`config.mk`:
```
export PLATFORM = sky130hd
export DESIGN_NAME = ofdm_cp_insert
export DESIGN_NICKNAME = d
export VERILOG_FILES = /design/src/rtl/ofdm_cp_insert.sv
export SDC_FILE = /design/constraint.sdc
export NUM_CORES = 2
export LEC_CHECK = 0
export CAP_MARGIN = 20
export CORE_MARGIN = 3
export CORE_UTILIZATION = 54
export DETAILED_ROUTE_END_ITERATION = 7
export PLACE_DENSITY = 0.74
export SETUP_SLACK_MARGIN = 0.5
export SYNTH_ARGS = -nofsm -noshare
export SYNTH_HDL_FRONTEND = slang
export SYNTH_SLANG_ARGS = --single-unit
export TNS_END_PERCENT = 5
```
`constraint.sdc`:
```
create_clock -name clk -period 10.4 [get_ports clk]
set_input_delay 2.6 -clock clk [delete_from_list [all_inputs] [get_ports clk]]
set_output_delay 2.6 -clock clk [all_outputs]
set_load 0.01 [all_outputs]
```
`src/rtl/ofdm_cp_insert.sv`:
```
// Cyclic-prefix inserter: buffers one N-point complex symbol in a ping-pong RAM and
// replays its last cp_len samples ahead of the full symbol, with valid/ready on both sides.
module ofdm_cp_insert #(
    parameter int DW       = 16,
    parameter int N        = 64,
    parameter int LOG2N    = 6,
    parameter int CP_LONG  = 16,
    parameter int CP_SHORT = 8
) (
    input  logic          clk,
    input  logic          reset,
    input  logic          i_cp_sel,
    input  logic          i_in_valid,
    output logic          o_in_ready,
    input  logic          i_in_sof,
    input  logic [DW-1:0] i_in_re,
    input  logic [DW-1:0] i_in_im,
    output logic          o_out_valid,
    input  logic          i_out_ready,
    output logic          o_out_sof,
    output logic          o_out_eof,
    output logic          o_out_is_cp,
    output logic [DW-1:0] o_out_re,
    output logic [DW-1:0] o_out_im,
    output logic          o_sync_err
);

    typedef enum logic [1:0] {IDLE, CP, BODY} state_t;

    localparam logic [LOG2N-1:0] LAST      = LOG2N'(N - 1);
    localparam logic [LOG2N:0]   CPL_LONG  = (LOG2N + 1)'(CP_LONG);
    localparam logic [LOG2N:0]   CPL_SHORT = (LOG2N + 1)'(CP_SHORT);

    // First prefix index; a zero-length prefix wraps to index 0, the body start.
    function automatic logic [LOG2N-1:0] cp_start_addr(input logic [LOG2N:0] len);
        logic [LOG2N:0] s;
        s = (LOG2N + 1)'(N) - len;
        return s[LOG2N-1:0];
    endfunction

    logic signed [DW-1:0] r_mem_re [0:2*N-1];
    logic signed [DW-1:0] r_mem_im [0:2*N-1];

    logic [1:0]       r_full;
    logic             r_wr_bank;
    logic             r_rd_bank;
    logic             r_out_bank;
    logic [LOG2N-1:0] r_wr_cnt;
    logic [LOG2N-1:0] r_rd_addr;
    logic [LOG2N:0]   r_cp_len [0:1];
    state_t           r_state;
    logic             r_first;
    logic             r_in_ready;
    logic             r_sync_err;
    logic             r_out_valid;
    logic             r_out_sof;
    logic             r_out_eof;
    logic             r_out_is_cp;
    logic signed [DW-1:0] r_out_re;
    logic signed [DW-1:0] r_out_im;

    logic             w_accept;
    logic             w_resync;
    logic             w_wr_done;
    logic             w_load;
    logic             w_release;
    logic [LOG2N-1:0] w_wr_addr;
    logic [1:0]       w_full_nxt;
    logic             w_wr_bank_nxt;
    logic signed [DW-1:0] w_rd_re;
    logic signed [DW-1:0] w_rd_im;

    assign w_accept  = i_in_valid & r_in_ready;
    assign w_resync  = w_accept & i_in_sof & (r_wr_cnt != '0);
    assign w_wr_done = w_accept & ~w_resync & (r_wr_cnt == LAST);
    assign w_wr_addr = w_resync ? '0 : r_wr_cnt;
    assign w_load    = ~r_out_valid | i_out_ready;
    // A bank is handed back once its final body sample has left the output register.
    assign w_release = r_out_valid & r_out_eof & i_out_ready;

    assign w_rd_re = r_mem_re[{r_rd_bank, r_rd_addr}];
    assign w_rd_im = r_mem_im[{r_rd_bank, r_rd_addr}];

    always_comb begin
        w_full_nxt = r_full;
        if (w_release) w_full_nxt[r_out_bank] = 1'b0;
        if (w_wr_done) w_full_nxt[r_wr_bank]  = 1'b1;
        w_wr_bank_nxt = r_wr_bank ^ w_wr_done;
    end

    always_ff @(posedge clk) begin
        if (w_accept) begin
            r_mem_re[{r_wr_bank, w_wr_addr}] <= $signed(i_in_re);
            r_mem_im[{r_wr_bank, w_wr_addr}] <= $signed(i_in_im);
        end
    end

    always_ff @(posedge clk or posedge reset) begin
        if (reset) begin
            r_full      <= '0;
            r_wr_bank   <= 1'b0;
            r_rd_bank   <= 1'b0;
            r_out_bank  <= 1'b0;
            r_wr_cnt    <= '0;
            r_rd_addr   <= '0;
            r_cp_len[0] <= '0;
            r_cp_len[1] <= '0;
            r_state     <= IDLE;
            r_first     <= 1'b0;
            r_in_ready  <= 1'b0;
            r_sync_err  <= 1'b0;
            r_out_valid <= 1'b0;
            r_out_sof   <= 1'b0;
            r_out_eof   <= 1'b0;
            r_out_is_cp <= 1'b0;
            r_out_re    <= '0;
            r_out_im    <= '0;
        end else begin
            // Write side
            r_full     <= w_full_nxt;
            r_wr_bank  <= w_wr_bank_nxt;
            r_in_ready <= ~w_full_nxt[w_wr_bank_nxt];
            r_sync_err <= w_resync;
            if (w_accept) r_wr_cnt <= w_resync ? LOG2N'(1) : r_wr_cnt + 1'b1;
            if (w_wr_done) r_cp_len[r_wr_bank] <= i_cp_sel ? CPL_SHORT : CPL_LONG;

            // Read side
            case (r_state)
                IDLE: begin
                    if (w_load) r_out_valid <= 1'b0;
                    if (r_full[r_rd_bank]) begin
                        r_state   <= (r_cp_len[r_rd_bank] != '0) ? CP : BODY;
                        r_rd_addr <= cp_start_addr(r_cp_len[r_rd_bank]);
                        r_first   <= 1'b1;
                    end
                end
                default: begin
                    if (w_load) begin
                        r_out_valid <= 1'b1;
                        r_out_re    <= w_rd_re;
                        r_out_im    <= w_rd_im;
                        r_out_sof   <= r_first;
                        r_out_is_cp <= (r_state == CP);
                        r_out_eof   <= (r_state == BODY) && (r_rd_addr == LAST);
                        r_out_bank  <= r_rd_bank;
                        r_first     <= 1'b0;
                        if (r_rd_addr != LAST) begin
                            r_rd_addr <= r_rd_addr + 1'b1;
                        end else if (r_state == CP) begin
                            r_state   <= BODY;
                            r_rd_addr <= '0;
                        end else begin
                            // Chain straight into the other bank when it is ready, avoiding a bubble.
                            r_rd_bank <= ~r_rd_bank;
                            if (r_full[~r_rd_bank]) begin
                                r_state   <= (r_cp_len[~r_rd_bank] != '0) ? CP : BODY;
                                r_rd_addr <= cp_start_addr(r_cp_len[~r_rd_bank]);
                                r_first   <= 1'b1;
                            end else begin
                                r_state <= IDLE;
                            end
                        end
                    end
                end
            endcase
        end
    end

    assign o_in_ready  = r_in_ready;
    assign o_sync_err  = r_sync_err;
    assign o_out_valid = r_out_valid;
    assign o_out_sof   = r_out_sof;
    assign o_out_eof   = r_out_eof;
    assign o_out_is_cp = r_out_is_cp;
    assign o_out_re    = r_out_re;
    assign o_out_im    = r_out_im;

endmodule

```
==> impl_metrics.ini <==
[worst_setup_path]
crit_required_ns = 10.96
rrSetupSlack_ns = 5.49
r2r_start = r_wr_cnt[0]
crit_end = r_mem_re[114][14]
crit_start = i_in_valid
criticalPathCategory = in -> reg
r2r_cells = 7
arrival_ns = 6.44
critPathLaunchType = input port
setup.worst_path.end_class = register
cp_max_fo = 32
reg2reg_to = r_mem_re[25][12]

[placed_design]
finalWeightedCongestion = 0.980
io_buffers = 75
pre_cts_ws_ns = 3.57
hpwl_microns = 244000

[job]
max_cap_violations = 0

[final_layout]
post-route-util_pct = 61.2
regArea_sq_um = 125000
drive_gt1_share_pct = 23.2
fillCellCount = 19200
nets = 7484
layout_commonest_cell = edfxtp_1
most-common-layout-cells = 4,096 x edfxtp_1, 832 x mux4_2, 681 x mux2i_1, 411 x clkbuf_16, 320 x a22oi_1
multi_input_area_sq_um = 33900
area_growth_pct = 12.2

[die]
start_util_pct = 54.5
die_area_sq_um = 302000
core_area_sq_um = 292000
fp.dieW_microns = 549
rows = 198
ioPinCount = 76
die_height_microns = 549

[synth]
synth.avg_cell_area_sq_um = 22.0
synth_top_cells_by_area = edfxtp_1 77%, mux4_2 12%, mux2i_1 4.3%
syn-instance-count = 7229
synth_flop_cell = edfxtp_1
syn-num-nets = 7274
synth_area_leader_cell = edfxtp_1
netlist.area_leader.share_pct = 77.2
ys_ff_latch = 4158
netlist_area_sq_um = 159000
yosysUniqueCellTypes = 55
ys_warn_count = 0
synthArstFlopShare_pct = 1.49
ys_seq_area_share_pct = 78.2
synth_edf_count = 4096

[timing]
hold_viol_final = 0
setup_viol = 0
timing.hold.ws_ns = 0.493
relSlewSlack_pct = 16.1
slew_viol_final = 0
period_minus_slack_ns = 5.88
skew_ns = 0.0557
setup_tns_ns = 0
max_freq_mhz = 170
period_share_pct = 56.6
layout_setup_ws_ns = 4.52
tightest_slew_ns = 1.26
rsz0062_at_grt = no

[cts]
ctsHoldBuffers = 0
htree_levels = 5
root_buffer = clkbuf_16
clock-sinks = 4158
cts_max_path_buffers = 4
cts_made_buffers = 407
cts_tree = yes
path_clk_slew_ns = 0.06
clk-insertion-delay-late_ns = 1.01
cts_setup_buffers = 0
ctsResizeCount = 0

[pwr]
ir_drop_mv = 0.189
leakage_nw = 52.9
powerDensity_nw_per_um2 = 188

[detailed_routing]
drcViolationCount = 0
ant_nets = 0
drt_first_iter_violations = 12800
vias_per_cell = 6.70
routed_wl_microns = 420000
drt-pass1-iter-count = 6
wire_per_inst_microns = 35.9
routed-via-count = 78400

[hold_path]
min_path_cells = 2
hold_class = reg -> reg

[global_route]
grtUsageTotal_pct = 27.6
grt_max_degree = 148
grt_overflow = 0
grt_pass1_vias = 76100
grt_antenna_before_repair = 37
grt_pass1_wl_microns = 587000

[run_status]
status = completed
==> cells in the mapped netlist, types with 33 or more instances <==
cell type / number
edfxtp_1: 4096
mux4_2: 832
mux2i_1: 681
a22oi_1: 320
nor2_1: 240
clkbuf_1: 194
buf_2: 152
nand3_1: 138
nand2_1: 70
mux2_2: 69
dfrtp_1: 62
a211oi_1: 33
nand4_1: 33
o22ai_1: 33
==> how the worst min path moves through the flow <==
stage / slack [ns] / endpoint / from
after global routing: 0.54 / o_out_sof / r_first
after detailed placement: 0.48 / o_out_sof / r_first
after CTS: 0.49 / o_out_sof / r_first
after floorplan: 0.43 / o_out_sof / r_first
after global placement: 0.48 / o_out_sof / r_first
final: 0.49 / o_out_sof / r_first
==> layer usage <==
layer / track usage [%] / routed length, microns
met5: 0 / 150
met4: 14.2 / 25100
met3: 6.76 / 50100
met2: 41.2 / 195000
met1: 38.4 / 150000
==> worst max-delay path, stage by stage <==
cell and delay (ns):
clkdlybuf4s50_1 0.54, and3_1 0.32, nor3b_2 0.89, nand3_1 0.91
nor2_4 1.13
==> cell families (layout without fill, tap and decap cells) <==
logic type	count (synthesis)	in the layout	share of synthesized area, %
DFF	4158	4158	78.2
muxes	1582	1582	16.5
and+or+nand+nor	531	531	1.50
AOI/OAI and AO/OA	517	517	2.49
buffers and inverters	428	978	1.23
adders and majority gates	7	7	0.0550
xor gates and xnor gates	6	6	0.0330
other	0	15	0
==> through the flow <==
| stage | area, sq um | std cells | total power, W |
|---|---|---|---|
| 4_1_cts | 178000 | 11600 | 0.0337 |
| 2_1_floorplan | 159000 | 7229 | 0.0190 |
| 3_5_place_dp | 165000 | 10900 | 0.0196 |
| 5_1_grt | 179000 | 11700 | 0.0344 |
| 3_3_place_gp | 165000 | 10900 | 0.0196 |
| 6_report | 179000 | 11700 | 0.0336 |
==> area by class of cell <==
cell class	instances	area share, %
Clock buffer	497	5.94
Sequential cell	4158	69.7
Clock inverter	252	1.31
Antenna cell	15	0.0210
Tap cell	3900	2.73
Timing Repair Buffer	215	1.35
Inverter	14	0.0301
Multi-Input combinational cell	2643	19.0
==> flip-flops by register name, summed over array words and instances, names as in the netlist, 2 cells and up <==
name       cells
o_out_re      16
r_mem_im    2048
r_full         2
r_cp_len       4
r_mem_re    2048
r_rd_addr      6
o_out_im      16
r_wr_cnt       6
r_state        2
==> report_power, final <==
part	leakage [nW]	internal [W]	total [W]	switching, W
Sequential	37.6	0.0185	0.0186	0.0000430
Clock	6.33	0.00805	0.0143	0.00628
Combinational	8.98	0.0000768	0.000696	0.000620
Total	52.9	0.0267	0.0336	0.00694
No activity file was read; power rests on OpenSTA's default activity.
